<file path="src/rtl/ad_adc_capture_seq_pkg.sv">
// Shared types and constants for the ADC capture sequencer.
package ad_adc_capture_pkg;

   typedef enum logic [2:0] {
      ST_IDLE    = 3'd0,
      ST_ARMED   = 3'd1,
      ST_DELAY   = 3'd2,
      ST_CAPTURE = 3'd3,
      ST_DONE    = 3'd4
   } cap_state_t;

   // Mode 3 is not listed and behaves like MODE_IMM.
   localparam logic [1:0] MODE_IMM   = 2'd0;
   localparam logic [1:0] MODE_EDGE  = 2'd1;
   localparam logic [1:0] MODE_LEVEL = 2'd2;

endpackage

</file>
<file path="src/rtl/ad_adc_capture_seq_if.sv">
// Beat stream (valid + data) between channel, sequencer and DMA; no backpressure.
interface ad_adc_capture_seq_if #(
   parameter int DATA_WIDTH = 256
);
   logic                  valid;
   logic [DATA_WIDTH-1:0] data;

   modport master (output valid, output data);
   modport slave  (input  valid, input  data);
endinterface

</file>
<file path="src/rtl/ad_adc_capture_seq_trig_detect.sv">
// Trigger qualifier: rising-edge or level detection of trig_in for the latched mode.
module ad_trig_detect
   import ad_adc_capture_pkg::*;
(
   input  logic       adc_clk,
   input  logic       adc_rst,
   input  logic [1:0] mode,
   input  logic       trig_in,
   output logic       fire
);

   logic trig_d;

   // previous-cycle trigger level; a trigger already high at arm time gives no edge
   always_ff @(posedge adc_clk) begin
      if (adc_rst) trig_d <= 1'b0;
      else         trig_d <= trig_in;
   end

   // immediate mode never fires here; the sequencer bypasses ARMED for it
   always_comb begin
      fire = 1'b0;
      if (mode == MODE_EDGE)       fire = trig_in & ~trig_d;
      else if (mode == MODE_LEVEL) fire = trig_in;
   end

endmodule

</file>
<file path="src/rtl/ad_adc_capture_seq.sv">
// Capture sequencer: arm, wait for trigger, skip delay beats, forward length beats to DMA.
module ad_adc_capture_seq
   import ad_adc_capture_pkg::*;
#(
   parameter int DATA_WIDTH   = 256,
   parameter int LENGTH_WIDTH = 16,
   parameter int DELAY_WIDTH  = 16
) (
   input  logic                    adc_clk,
   input  logic                    adc_rst,
   input  logic                    cfg_start,
   input  logic                    cfg_abort,
   input  logic [1:0]              cfg_mode,
   input  logic [DELAY_WIDTH-1:0]  cfg_delay,
   input  logic [LENGTH_WIDTH-1:0] cfg_length,
   input  logic                    trig_in,
   ad_adc_capture_seq_if.slave     adc_in,
   input  logic                    adc_dovf,
   ad_adc_capture_seq_if.master    adc_out,
   output logic                    status_busy,
   output logic                    status_armed,
   output logic                    status_done,
   output logic                    status_ovf,
   output logic [LENGTH_WIDTH-1:0] status_count
);

   localparam logic [LENGTH_WIDTH-1:0] LEN_ONE = LENGTH_WIDTH'(1);
   localparam logic [DELAY_WIDTH-1:0]  DLY_ONE = DELAY_WIDTH'(1);

   cap_state_t              state, state_nxt;
   logic [1:0]              mode_q;
   logic [DELAY_WIDTH-1:0]  delay_q, dly_cnt, dly_inc;
   logic [LENGTH_WIDTH-1:0] length_q, cnt_inc;
   logic                    fire, start_ok, fwd;
   logic                    vld_p1;
   logic [DATA_WIDTH-1:0]   data_p1;

   assign dly_inc  = dly_cnt + DLY_ONE;
   assign cnt_inc  = status_count + LEN_ONE;
   assign start_ok = cfg_start & ~cfg_abort & ((state == ST_IDLE) | (state == ST_DONE));

   ad_trig_detect u_trig (
      .adc_clk (adc_clk),
      .adc_rst (adc_rst),
      .mode    (mode_q),
      .trig_in (trig_in),
      .fire    (fire)
   );

   // state register
   always_ff @(posedge adc_clk) begin
      if (adc_rst) state <= ST_IDLE;
      else         state <= state_nxt;
   end

   // next-state logic; abort overrides everything, including a same-cycle start
   always_comb begin
      state_nxt = state;
      if (cfg_abort) begin
         state_nxt = ST_IDLE;
      end else begin
         case (state)
            ST_IDLE, ST_DONE: begin
               if (cfg_start) begin
                  if (cfg_length == '0)                               state_nxt = ST_DONE;
                  else if (cfg_mode == MODE_EDGE || cfg_mode == MODE_LEVEL) state_nxt = ST_ARMED;
                  else if (cfg_delay == '0)                           state_nxt = ST_CAPTURE;
                  else                                                state_nxt = ST_DELAY;
               end
            end
            ST_ARMED:   if (fire) state_nxt = (delay_q == '0) ? ST_CAPTURE : ST_DELAY;
            ST_DELAY:   if (adc_in.valid && dly_inc == delay_q) state_nxt = ST_CAPTURE;
            ST_CAPTURE: if ((adc_in.valid && cnt_inc == length_q) || adc_dovf) state_nxt = ST_DONE;
            default:    state_nxt = ST_IDLE;
         endcase
      end
   end

   // state-decoded outputs and the forward enable for the datapath
   always_comb begin
      status_busy  = (state == ST_ARMED) | (state == ST_DELAY) | (state == ST_CAPTURE);
      status_armed = (state == ST_ARMED);
      fwd          = (state == ST_CAPTURE) & adc_in.valid & ~cfg_abort;
   end

   // configuration latch, delay counter and sticky status, updated with the state
   always_ff @(posedge adc_clk) begin
      if (adc_rst) begin
         mode_q       <= MODE_IMM;
         delay_q      <= '0;
         length_q     <= '0;
         dly_cnt      <= '0;
         status_done  <= 1'b0;
         status_ovf   <= 1'b0;
         status_count <= '0;
      end else if (start_ok) begin
         mode_q       <= cfg_mode;
         delay_q      <= cfg_delay;
         length_q     <= cfg_length;
         dly_cnt      <= '0;
         status_done  <= (cfg_length == '0);
         status_ovf   <= 1'b0;
         status_count <= '0;
      end else if (!cfg_abort) begin
         if (state == ST_DELAY && adc_in.valid) dly_cnt <= dly_inc;
         if (state == ST_CAPTURE) begin
            if (adc_in.valid) status_count <= cnt_inc;
            if ((adc_in.valid && cnt_inc == length_q) || adc_dovf) status_done <= 1'b1;
            if (adc_dovf) status_ovf <= 1'b1;
         end
      end
   end

   // ---- stage p1: one-cycle registered beat towards the DMA ----
   // data only loads on a forwarded beat so it holds while valid is low
   always_ff @(posedge adc_clk) begin
      if (adc_rst) begin
         vld_p1  <= 1'b0;
         data_p1 <= '0;
      end else begin
         vld_p1 <= fwd;
         if (fwd) data_p1 <= adc_in.data;
      end
   end

   assign adc_out.valid = vld_p1;
   assign adc_out.data  = data_p1;

endmodule

</file>
<file path="src/flat_wrapper.sv">
// flat-port wrapper written by rule: the top's interface ports become plain ports
module ad_adc_capture_seq_flat import ad_adc_capture_pkg::*;
#(
   parameter int DATA_WIDTH   = 256,
   parameter int LENGTH_WIDTH = 16,
   parameter int DELAY_WIDTH  = 16
)
  (adc_clk, adc_rst, cfg_start, cfg_abort, cfg_mode, cfg_delay, cfg_length, trig_in, adc_dovf, status_busy, status_armed, status_done, status_ovf, status_count, adc_in_valid, adc_in_data, adc_out_valid, adc_out_data);
  ad_adc_capture_seq_if #(.DATA_WIDTH(DATA_WIDTH)) adc_in_i ();
  ad_adc_capture_seq_if #(.DATA_WIDTH(DATA_WIDTH)) adc_out_i ();
  input  logic adc_clk;
  input  logic adc_rst;
  input  logic cfg_start;
  input  logic cfg_abort;
  input  logic [1:0] cfg_mode;
  input  logic [DELAY_WIDTH-1:0] cfg_delay;
  input  logic [LENGTH_WIDTH-1:0] cfg_length;
  input  logic trig_in;
  input  logic adc_dovf;
  output logic status_busy;
  output logic status_armed;
  output logic status_done;
  output logic status_ovf;
  output logic [LENGTH_WIDTH-1:0] status_count;
  input wire logic [$bits(adc_in_i.valid)-1:0] adc_in_valid;
  input wire logic [$bits(adc_in_i.data)-1:0] adc_in_data;
  output wire logic [$bits(adc_out_i.valid)-1:0] adc_out_valid;
  output wire logic [$bits(adc_out_i.data)-1:0] adc_out_data;
  assign adc_in_i.valid = adc_in_valid;
  assign adc_in_i.data = adc_in_data;
  assign adc_out_valid = adc_out_i.valid;
  assign adc_out_data = adc_out_i.data;
  ad_adc_capture_seq #(.DATA_WIDTH(DATA_WIDTH), .LENGTH_WIDTH(LENGTH_WIDTH), .DELAY_WIDTH(DELAY_WIDTH)) u_core (.adc_clk(adc_clk), .adc_rst(adc_rst), .cfg_start(cfg_start), .cfg_abort(cfg_abort), .cfg_mode(cfg_mode), .cfg_delay(cfg_delay), .cfg_length(cfg_length), .trig_in(trig_in), .adc_in(adc_in_i), .adc_dovf(adc_dovf), .adc_out(adc_out_i), .status_busy(status_busy), .status_armed(status_armed), .status_done(status_done), .status_ovf(status_ovf), .status_count(status_count));
endmodule
</file>
<file path="config.mk">
export PLATFORM = sky130hd
export DESIGN_NAME = ad_adc_capture_seq_flat
export DESIGN_NICKNAME = d
export VERILOG_FILES = /design/src/rtl/ad_adc_capture_seq_pkg.sv /design/src/rtl/ad_adc_capture_seq_if.sv /design/src/rtl/ad_adc_capture_seq_trig_detect.sv /design/src/rtl/ad_adc_capture_seq.sv /design/src/flat_wrapper.sv
export SDC_FILE = /design/constraint.sdc
export NUM_CORES = 1
export LEC_CHECK = 0
export BUFFER_PORTS_ARGS = -buffer_cell sky130_fd_sc_hd__clkbuf_2
export CORE_AREA = 4 4 222 224
export CTS_CLUSTER_DIAMETER = 120
export DETAILED_ROUTE_END_ITERATION = 6
export DIE_AREA = 0 0 226 228
export PLACE_DENSITY = 0.49
export SLEW_MARGIN = 30
export SYNTH_ARGS = -nofsm -noshare
export SYNTH_HDL_FRONTEND = slang
export SYNTH_HIERARCHICAL = 1
export SYNTH_SLANG_ARGS = --single-unit
</file>
<file path="constraint.sdc">
create_clock -name adc_clk -period 4.2 [get_ports adc_clk]
set_clock_uncertainty 0.15 [all_clocks]
set_input_delay 0.21 -clock adc_clk [delete_from_list [all_inputs] [get_ports adc_clk]]
set_output_delay 0.21 -clock adc_clk [all_outputs]
set_load 0.1 [all_outputs]
</file>
# After elaboration in Yosys (flattened, before gate mapping)
# Index checks and enable logic that the tools add are counted.
# totals
ff_bits	329
output_inout_bits	277
wordCells	72
# classes
bitwise_logic	10
mux	15
add_sub_neg	2
n_reduce_logical	19
n_eq_ne	15
# op_table
cell	count
$logic_not 16->1	3
$add 16x1->16 const B	2
$eq 16x16->1	2
$mux 3	6
$pmux 3 s4	1
$reduce_and 3->1	3
$mux 1	8
$ne 2x1->1 const B	4
$eq 3x2->1 const B	2
$reduce_or 2->1	3
$and 1x1->1	5
$eq 2x1->1 const B	2
$eq 2x2->1 const B	2
$reduce_and 4->1	1
$reduce_bool 2->1	2
$eq 3x1->1 const B	1
$eq 3x3->1 const B	1
$logic_and 1x1->1	3
$logic_not 3->1	1
$or 1x1->1	3
$logic_or 1x1->1	2
$ne 2x2->1 const B	1
$not 1->1	2
$reduce_and 2->1	1

# Logic depth before layout (Yosys ltp)
# depth
depth_word	8
depth_mapped	10
ltp_nobuf	8

# Modules after synthesis
# The synthesis kept the hierarchy.
# by_module_without_submodules
module	instances	seq_area_each_um2	cells_each	area_per_inst_um2
ad_adc_capture_seq	1	6566.3	1656	12921.1
ad_trig_detect	1	20.0	5	52.6

# Worst setup path after synthesis
# OpenSTA, ideal clock, no wires.
# synth_timing
path_type	register to register
from	register u_core.status_count[0]
to	register u_core.state[0]
path_buffers	0
setup_time_ns	0.117
arrival_time_ns	2.940
required_ns	3.933
path_stages_with_launch	9
slack_ns	0.993
path_cell_list	dfxtp_1 > ha_1 > nand4_1 > o41ai_1 > a211oi_1 > nor4_1 > o2111a_2 > o31ai_1 > a32o_2
# synth_between
elab_chain_cells	6
# synth_rtl
element	line_no	rtl
from (decl)	ad_adc_capture_seq.sv:24	output logic [LENGTH_WIDTH-1:0] status_count
from (signal assigned)	ad_adc_capture_seq.sv:107	if (adc_in.valid) status_count <= cnt_inc;
$add 16x1->16	ad_adc_capture_seq.sv:39	assign cnt_inc = status_count + LEN_ONE;
$eq 16x16->1	ad_adc_capture_seq.sv:73	ST_CAPTURE: if ((adc_in.valid && cnt_inc == length_q) || adc_dovf) state_nxt = ST_DONE;
$logic_and 1x1->1	ad_adc_capture_seq.sv:73	
$logic_or 1x1->1	ad_adc_capture_seq.sv:73	
$ne 2x1->1 (no line)	n/a	
$reduce_and 4->1 (no line)	n/a	
to (signal assigned)	ad_adc_capture_seq.sv:53	else state <= state_nxt;
to (decl)	ad_adc_capture_seq.sv:30	cap_state_t state, state_nxt;
# No other way between the ends.
# A chain may end at the register's enable or synchronous reset.

# Final worst setup path
# layout_timing
from	register u_core.status_count[0]
to	register u_core.status_done
# layout_between
elab_chain_cells	6
# layout_rtl
element	line_no	rtl
$add 16x1->16	ad_adc_capture_seq.sv:39	
$eq 16x16->1	ad_adc_capture_seq.sv:108	if ((adc_in.valid && cnt_inc == length_q) || adc_dovf) status_done <= 1'b1;
$logic_and 1x1->1	ad_adc_capture_seq.sv:108	
$logic_or 1x1->1	ad_adc_capture_seq.sv:108	
$reduce_bool 2->1 (no line)	n/a	
$reduce_and 3->1 (no line)	n/a	
to (signal assigned)	ad_adc_capture_seq.sv:101	status_done <= (cfg_length == '0);
to (decl)	ad_adc_capture_seq.sv:22	output logic status_done,
# No other way between the ends.

==> impl_metrics.env <==
export IMPL_total_leakage_power_uw=0.00855
export IMPL_ys_dominant_reg_cell="dfxtp_1"
export IMPL_cp_peak_stage_delay_ps=570
export IMPL_dr_total_vias=14400
export IMPL_cp_startpoint="u_core/status_count[0]"
export IMPL_place_congestion=0.900
export IMPL_timing_reg2reg_setup_slack_ps=820
export IMPL_yosysWarningCount=6
export IMPL_drc_errors=0
export IMPL_floorplan_initialDensity_pct=27.4
export IMPL_pwr_density_cell_nw_per_um2=350
export IMPL_required_time_of_the_critical_path_ps=4530
export IMPL_worst_setup_path_end_kind="flip-flop"
export IMPL_globalRouteOverflowTotal=0
export IMPL_buffer_ports_inserted=573
export IMPL_cp_endpoint="u_core/status_done"
export IMPL_antenna_found_initial=2
export IMPL_mostFrequentLayoutCell="nand2_1"
export IMPL_timing_final_setup_violations=0
export IMPL_whs_ps=43.5
export IMPL_initialDrtViolationCount=841
export IMPL_avgSynthCellArea_um2=7.81
export IMPL_floorplan_die_area_um2=51500
export IMPL_end_of_the_worst_register_to_register_path="u_core/status_done"
export IMPL_number_of_global_route_vias_before_repair=14600
export IMPL_startpoint_type="flip-flop"
export IMPL_ant_nets=0
export IMPL_synth_distinct_cells=69
export IMPL_path_max_fanout=7
export IMPL_avgRoutedWirePerCell_um=16.6
export IMPL_coreArea_um2=47300
export IMPL_timing_rr_start="u_core/status_count[0]"
export IMPL_power_sequential_fraction_pct=43.8
export IMPL_aggregate_routed_wire_length_um=52000
export IMPL_per_cell_via_count_in_the_routed_design=4.62
export IMPL_switching_power_uw=1650
export IMPL_sw_frac_of_total_pct=22.8
export IMPL_dpl_hpwl_um=36300
export IMPL_clock_power_share_pct=47.6
export IMPL_final_hold_viol_count=0
export IMPL_yosys_top_cells_area="dfxtp_1 (51%), nand2_1 (18%), a21oi_1 (12%)"
export IMPL_grt_util_all_layers_pct=19.2
export IMPL_clock_tree_sinks=329
export IMPL_cts_max_level=2
export IMPL_synth_largest_area_cell="dfxtp_1"
export IMPL_timing_final_max_slew_violations=0
export IMPL_critical_path_slowest_cell="dlygate4sd3_1"
export IMPL_cts_setup_buffers=0
export IMPL_synthCells=1661
export IMPL_pin_count_of_the_biggest_net_entering_global_routing=154
export IMPL_cp_top_family="compound AO/OA/AOI/OAI gates"
export IMPL_final_fill_count=4774
export IMPL_synthToLayoutAreaGrowth_pct=59.5
export IMPL_power_frac_comb_pct=8.7
export IMPL_synth_enable_flop_cells=0
export IMPL_ctsRootBufferMaster="clkbuf_16"
export IMPL_wire_length_of_the_first_global_routing_pass_um=80600
export IMPL_place_area_um2=16200
export IMPL_cp_buffers_inverters=1
export IMPL_cp_cell_sequence="ha_1 -> nand4_1 -> o41ai_1 -> a211oi_1 -> nor4_1 -> o2111a_2 -> o21ai_1 -> a221oi_1 -> dlygate4sd3_1"
export IMPL_design_portCount=574
export IMPL_num_nets_final=2778
export IMPL_report_power_total_uw=7250
export IMPL_min_period_over_period_pct=80.5
export IMPL_layout_area_seq_um2=6590
export IMPL_rr_worst_depth=9
export IMPL_cts_hold_repair_buffers=316
export IMPL_cts_inserted_buffers=40
export IMPL_tritoncts="done"
export IMPL_clk_latency_ps=540
export IMPL_fp_dieH_um=228
export IMPL_worst_slew_pin_transition_ps=903
export IMPL_final_area_um2=20700
export IMPL_yosysSeqAreaShare_pct=50.8
export IMPL_hold_path_class="in -> reg"
export IMPL_timing_setup_tns_ps=0
export IMPL_unrepaired_setup_endpoints_after_global_routing="false"
export IMPL_internal_power_uw=5590
export IMPL_cts_repair_resized=0
export IMPL_syn_nets=1960
export IMPL_layout_common_cells="nand2_1 (604), clkbuf_2 (572), dfxtp_1 (329), dlygate4sd3_1 (316), a21oi_1 (307)"
export IMPL_highest_clock_rate_mhz=296
export IMPL_final_layout_size_suffix_gt1_share_pct=26.5
export IMPL_core_rowCount=80
export IMPL_timing_worst_setup_path_type="reg -> reg"
export IMPL_timing_critical_path_depth=9
export IMPL_arrival_ps=3710
export IMPL_synthesis_area_um2=13000
export IMPL_clk_transition_reported_paths_ps=60
export IMPL_clock_path_buffers=3
export IMPL_detail_route_first_pass_iterations=5
export IMPL_run_status="finished clean"
export IMPL_die_extent_in_x_um=226
export IMPL_multi_input_logic_area_um2=5800
export IMPL_synth_seq_cells=329
export IMPL_synth_largest_type_area_fraction_pct=50.8
export IMPL_max_slew_margin_pct=39.8
export IMPL_synth_async_sr_flop_share_pct=0
export IMPL_final_min_clock_period_ps=3380
export IMPL_maxCapViolCount=0
export IMPL_peakVddDrop_mv=0.315
[flip-flops by register name, summed over array words and instances, names as in the netlist, 2 cells and up]
signal	flops
u_core/adc_out.data	256
u_core/delay_q	16
u_core/dly_cnt	16
u_core/length_q	16
u_core/mode_q	2
u_core/state	3
u_core/status_count	16
[cells in the mapped netlist, drive strengths merged, types with 4 or more instances]
master  number
nor2        40
nand3       18
nand4       19
xor2        24
nor2b        8
buf         28
and3         9
dfxtp      329
and2         5
o21ai       17
nand2      606
xnor2       32
nor4        19
nor3        14
inv          6
o21a         4
a211oi       7
and4         6
nand2b       7
or3          9
a21oi      307
clkbuf      97
[worst min path at each step]
stage                           startpoint                        to  slack, ps  cells after the start
final                              adc_rst        u_core/length_q[9]         40                      2
after global routing               adc_rst        u_core/length_q[9]         40                      2
after CTS                          adc_rst  u_core/adc_out.data[211]        0.8                      2
after detailed placement  adc_in_data[200]  u_core/adc_out.data[200]        290                      3
after global placement     adc_in_data[39]   u_core/adc_out.data[39]        280                      3
after floorplan                    adc_rst      u_core/u_trig/trig_d        130                      1
[routing by layer]
metal  part of all wire, %  wire length [um]  GRT usage [%]
met5                     0                 0              0
met4                   4.4              2280           8.63
met3                   6.9              3570           5.25
met2                    49             25600           33.3
met1                    39             20500           22.1
[metrics by stage]
step	std cells	utilization [%]	worst slack, ps
3_5_place_dp	2736	34.2	1320
4_1_cts	3121	43.7	799
6_report	3123	43.7	820
5_1_grt	3123	43.7	593
3_3_place_gp	2736	34.2	1430
2_1_floorplan	1661	-	993
[power groups by stage]
stage / Sequential, uW / Combinational (uW) / Clock [uW]
after floorplan: 3260 / 159 / 0
after global placement: 3240 / 375 / 0
after detailed placement: 3240 / 378 / 0
after CTS: 3170 / 624 / 3560
after global routing: 3170 / 677 / 3690
final: 3170 / 627 / 3450
[cell type report]
class / instances / share of cell area [%]
Antenna cell: 2 / 0.0242
Clock buffer: 56 / 5.57
Clock inverter: 13 / 0.750
Inverter: 7 / 0.127
Multi-Input combinational cell: 1200 / 28.0
Sequential cell: 329 / 31.8
Tap cell: 615 / 3.72
Timing Repair Buffer: 901 / 29.9
[logic make-up after synthesis]
family	synth area share, %
compound gates	15.1
xor+xnor	3.78
fa+ha+maj	0.193
buf+inv	4.58
flops	50.8
mux	0.0868
simple gates	25.5
No activity file was read; power rests on OpenSTA's default activity.
